--- config.mk ---
export PLATFORM = sky130hd
export DESIGN_NAME = fast_pulse_spacer
export DESIGN_NICKNAME = d
export VERILOG_FILES = /design/src/rtl/cdc_pkg.sv /design/src/rtl/fast_pulse_spacer.sv
export SDC_FILE = /design/constraint.sdc
export NUM_CORES = 1
export LEC_CHECK = 0
export ABC_CLOCK_PERIOD_IN_PS = 2800
export CAP_MARGIN = 10
export CORE_AREA = 2 2 39 41
export CTS_CLUSTER_DIAMETER = 40
export DETAILED_ROUTE_END_ITERATION = 10
export DIE_AREA = 0 0 41 43
export GPL_ROUTABILITY_DRIVEN = 1
export MAX_ROUTING_LAYER = met4
export PLACE_DENSITY = 0.78
export SLEW_MARGIN = 20
export SYNTH_ARGS = -nofsm -noshare
export SYNTH_HDL_FRONTEND = slang
export SYNTH_SLANG_ARGS = --single-unit
--- constraint.sdc ---
create_clock -name i_clk -period 2.8 [get_ports i_clk]
set_input_delay 0.84 -clock i_clk [delete_from_list [all_inputs] [get_ports i_clk]]
set_output_delay 0.84 -clock i_clk [all_outputs]
set_load 0.01 [all_outputs]
--- src/rtl/cdc_pkg.sv ---
// Shared definitions for the clock-domain-crossing helper blocks.
//
// Contents:
//   ST_IDLE / ST_FIRE / ST_GAP   2-bit FSM state encodings for the pulse spacer
//   CDC_CNT_W_DEF                default pending-event counter width
//   CDC_MIN_GAP_DEF              default spacing between spaced output pulses
//   cdc_gap_w()                  width of a gap down-counter for a given spacing
package cdc_pkg;

   localparam logic [1:0] ST_IDLE = 2'd0;
   localparam logic [1:0] ST_FIRE = 2'd1;
   localparam logic [1:0] ST_GAP  = 2'd2;

   localparam int CDC_CNT_W_DEF   = 4;
   localparam int CDC_MIN_GAP_DEF = 16;

   // The gap counter only has to hold MIN_GAP-2, so ceil(log2(MIN_GAP)) bits
   // suffice; never return zero so the counter stays a legal vector.
   function automatic int cdc_gap_w(input int min_gap);
      return (min_gap <= 2) ? 1 : $clog2(min_gap);
   endfunction

endpackage

--- src/rtl/fast_pulse_spacer.sv ---
// Fast-domain pulse spacer: queues single-cycle event requests and replays
// them as single-cycle pulses at least MIN_GAP cycles apart, so a toggle
// synchronizer into a slower domain never misses one.
//
// Ports:
//   i_clk       fast clock, all logic on posedge
//   i_rst       synchronous active-high reset
//   i_pulse     event request, one event per high cycle
//   o_pulse     spaced single-cycle pulse (registered, state == FIRE)
//   o_busy      FSM not idle
//   o_pending   number of queued events not yet fired
//   o_overflow  one-cycle pulse the cycle after an event was dropped
//
// state | meaning
// ------+--------------------------------------------------------------
// IDLE  | nothing in flight; leaves on a request or a queued event
// FIRE  | o_pulse high for exactly one cycle, one queued event consumed
// GAP   | spacing window, MIN_GAP-1 cycles timed by the gap down-counter
module fast_pulse_spacer
   import cdc_pkg::*;
#(
   parameter int CNT_W   = CDC_CNT_W_DEF,
   parameter int MIN_GAP = CDC_MIN_GAP_DEF
) (
   input  logic             i_clk,
   input  logic             i_rst,
   input  logic             i_pulse,
   output logic             o_pulse,
   output logic             o_busy,
   output logic [CNT_W-1:0] o_pending,
   output logic             o_overflow
);

   localparam int               GAP_W    = cdc_gap_w(MIN_GAP);
   localparam logic [GAP_W-1:0] GAP_LOAD = GAP_W'(MIN_GAP - 2);
   localparam logic [CNT_W-1:0] PEND_MAX = '1;

   generate
      if (MIN_GAP < 2 || MIN_GAP > 255 || CNT_W < 1) begin : g_param_check
         $error("fast_pulse_spacer: MIN_GAP must be 2..255 and CNT_W >= 1");
      end
   endgenerate

   logic [1:0]       state,   state_nxt;
   logic [GAP_W-1:0] gap_cnt, gap_nxt;
   logic [CNT_W-1:0] pending, pending_nxt;
   logic             overflow_q;
   logic             fire;
   logic             accept;
   logic             drop;

   assign fire = (state == ST_FIRE);

   // A full queue can still take a new event in FIRE because one slot is
   // freed in the same cycle.
   assign accept = i_pulse && !((pending == PEND_MAX) && !fire);
   assign drop   = i_pulse && !accept;

   always_comb begin
      pending_nxt = pending;
      case ({accept, fire})
         2'b10:   pending_nxt = pending + CNT_W'(1);
         2'b01:   pending_nxt = pending - CNT_W'(1);
         default: pending_nxt = pending;
      endcase
   end

   always_comb begin
      state_nxt = state;
      gap_nxt   = gap_cnt;
      case (state)
         ST_IDLE: begin
            if (i_pulse || (pending != '0)) begin
               state_nxt = ST_FIRE;
            end
         end
         ST_FIRE: begin
            state_nxt = ST_GAP;
            gap_nxt   = GAP_LOAD;
         end
         ST_GAP: begin
            if (gap_cnt == '0) begin
               state_nxt = (pending != '0) ? ST_FIRE : ST_IDLE;
            end else begin
               gap_nxt = gap_cnt - GAP_W'(1);
            end
         end
         default: begin
            state_nxt = ST_IDLE;
            gap_nxt   = '0;
         end
      endcase
   end

   always_ff @(posedge i_clk) begin
      if (i_rst) begin
         state      <= ST_IDLE;
         gap_cnt    <= '0;
         pending    <= '0;
         overflow_q <= 1'b0;
      end else begin
         state      <= state_nxt;
         gap_cnt    <= gap_nxt;
         pending    <= pending_nxt;
         overflow_q <= drop;
      end
   end

   assign o_pulse    = fire;
   assign o_busy     = (state != ST_IDLE);
   assign o_pending  = pending;
   assign o_overflow = overflow_q;

endmodule

==> flow_metrics.py <==
metrics = {
    "clock_tree": {
        "cts-htree-levels": 1,
        "clk_root_buffer_cell": "clkbuf_4",
        "ctsLongestPathBuffers": 2,
        "numCtsBuffers": 3,
        "hold_bufs_at_cts": 0,
        "cts-resized-gates": 0,
        "clkTransAtPathRegs_ns": 0.08,
        "tritoncts": "yes",
        "clock-sinks": 11,
        "cts_post_setup_buffers_inserted": 0,
        "worst_skew_pair.late_latency_ns": 0.27,
    },
    "sta": {
        "tightestPinTransition_ns": 0.414,
        "final-hold-violation-count": 0,
        "final.setup.tns_ns": 0,
        "slew_headroom_pct": 72.3,
        "skew_ns": 0.000558,
        "hold_ws_ns": 0.514,
        "maxSlewViolCount": 0,
        "layout_min_cycle_time_ns": 2.55,
        "rsz0062_at_grt": "no",
        "setup_failing_eps_final": 0,
        "share_of_the_cycle_needed_by_the_critical_path_after_routing_pct": 91.1,
        "achievable_frequency_mhz": 392,
    },
    "pwr": {
        "static-leakage-power_nw": 0.363,
        "vdd_ir_drop_max_v": 0.000471,
        "total_power_uw": 801,
        "pwr_density_cell_nw_per_um2": 967,
    },
    "logic_synthesis": {
        "ys_types": 32,
        "netlist_area_um2": 711,
        "synth_sequential_area_ratio_pct": 31.0,
        "syn-mean-instance-area_um2": 8.88,
        "post_synthesis_cell_count": 80,
        "synth.ff_latch_count": 11,
        "ys_warn_count": 0,
        "synthesis.nets": 91,
    },
    "drt": {
        "detail_route.wirelength_um": 1340,
        "routed-via-count": 607,
        "drt_iter0_markers": 11,
        "drc": 0,
        "detail-route-antenna-nets": 0,
        "drt-vias-per-instance": 5.67,
        "firstDrtPassIters": 4,
        "avgRoutedWirePerCell_um": 12.5,
    },
    "min_path": {
        "min_delay_path_class": "flop to flop",
    },
    "worst_setup_path": {
        "critical_path_peak_fanout": 7,
        "timing.critical_path.arrival_ns": 1.71,
        "worst_ep_required_time_ns": 1.96,
        "critPathCaptureType": "output port",
        "critPathKind": "flop to output port",
        "crit_path_start_kind": "flop",
    },
    "die": {
        "floorplan.rows": 14,
        "die_width_um": 41,
        "chipHeight_um": 43,
        "total_die_area_um2": 1760,
        "core_region_area_um2": 1380,
        "top_level_ports": 10,
        "initial_utilization_pct": 51.4,
    },
    "global_route": {
        "grt_start_max_net_pins": 12,
        "grt-busiest-layer": "met2",
        "gr-total-overflow": 0,
        "wire_length_of_the_first_global_routing_pass_um": 2240,
        "number_of_antenna_violations_at_the_first_check_in_global_routing": 0,
        "grt.met2_usage_pct": 26.6,
        "grt_util_all_layers_pct": 19.2,
        "use_met3_pct": 5.24,
        "use_met1_pct": 24.1,
        "first_global_vias": 540,
    },
    "finish": {
        "fill_cells": 117,
        "postLayoutCellArea_um2": 828,
        "area_growth_pct": 16.5,
        "post_route_cells_drive_above_1_share_pct": 7.69,
        "insertedDiodeCount": 0,
        "finish.net_count": 103,
    },
    "place": {
        "port-buffer-count": 9,
        "dp_hpwl_um": 1020,
        "dpl-instance-area_um2": 801,
        "gp_congestion": 0.779,
    },
    "run_status": {
        "run_status": "complete, no violations",
    },
    "flow_run": {
        "max_cap_viol_count": 0,
    },
}
[cells in the mapped netlist]
cell	n	area share, %
xor2_1	2	2.5
and3b_1	2	2.5
dfxtp_1	11	31
a211o_1	1	1.2
a211oi_1	1	1.1
nor2b_1	2	1.8
nor3_1	1	0.70
or4_1	1	1.1
o41ai_1	1	1.2
xnor2_1	1	1.2
nand4_1	1	0.88
a21o_1	1	1.1
o21ai_0	6	4.2
buf_6	1	1.6
and4bb_2	1	1.8
o221ai_1	1	1.2
o31ai_1	1	1.1
nand2_1	1	0.53
nand3_1	1	0.70
nor4_1	1	0.88
dlygate4sd1_1	1	1.2
or3_1	1	0.88
nand2b_1	2	1.8
mux2i_1	3	4.2
ha_1	8	14
nor2_1	8	4.2
and4_1	1	1.2
inv_1	7	3.7
a32oi_2	1	2.3
or3b_4	1	1.6
a22oi_1	1	1.1
a21oi_1	8	5.6
[metal layers]
metal,vias to the layer above,routed length (um)
met3,2,63
met1,280,630
li1,309,-
met2,16,638
met4,0,9
met5,-,0
[per-stage QoR]
| step | setup slack (ns) | cells | utilization, % |
|---|---|---|---|
| 5_1_grt | 0.166 | 107 | 59.9 |
| 3_3_place_gp | 0.262 | 103 | 57.9 |
| 6_report | 0.249 | 107 | 59.9 |
| 3_5_place_dp | 0.179 | 103 | 57.9 |
| 4_1_cts | 0.244 | 107 | 59.9 |
| 2_1_floorplan | 0.773 | 80 | - |
[flip-flops by register name (all words and copies together), names as in the netlist]
name and flops:
gap_cnt 4, o_overflow 1, o_pending 4, state 2
[critical path, stage by stage (launching register included)]
cell and delay (ns):
dfxtp_1 0.42, inv_1 0.09, ha_1 0.30, inv_1 0.10, clkdlybuf4s50_1 0.53
[report_power, final]
group / switching [mW] / internal, mW / total [mW]
combinational: 0.204 / 0.219 / 0.424
clock: 0.0578 / 0.0528 / 0.111
sequential: 0.0688 / 0.198 / 0.266
total: 0.331 / 0.470 / 0.801
[placed cells by master, fill, tap and decap left out, drive strengths merged, types with 2 or more instances in the layout]
master,Yosys,layout
nor2,8,8
nand2b,2,2
xor2,2,2
o21ai,6,6
dfxtp,11,11
and3b,2,2
mux2i,3,3
nor2b,2,2
inv,7,7
clkdlybuf4s50,0,9
ha,8,8
clkbuf,0,3
a21oi,8,8
[path summary, 6_finish.rpt]
path	from	end	slack (ns)	depth (start not counted)
worst max-delay path	state[0]	o_busy	0.25	4
worst max register to register	state[1]	o_pending[2]	0.82	9
worst min register to register	gap_cnt[3]	gap_cnt[3]	0.51	2
worst min-delay path	gap_cnt[3]	gap_cnt[3]	0.51	2
[cell type report]
cell class	count	area, um2	area share, %
Clock buffer	3	22.5	2.72
Clock inverter	1	5.00	0.604
Inverter	7	26.3	3.17
Multi-Input combinational cell	60	444	53.6
Sequential cell	11	220	26.6
Tap cell	16	20.0	2.42
Timing Repair Buffer	9	90.1	10.9
[cell families (layout without fill, tap and decap cells)]
kind of cell | count (synthesis) | count (layout) | synth area share (%)
simple gates | 24 | 24 | 20.4
mux | 3 | 3 | 4.23
xor+xnor | 3 | 3 | 3.70
fa+ha+maj | 8 | 8 | 14.1
flops | 11 | 11 | 31.0
buf+inv | 9 | 20 | 6.51
compound gates | 22 | 22 | 20.1
(Power assumes the default switching activity.)
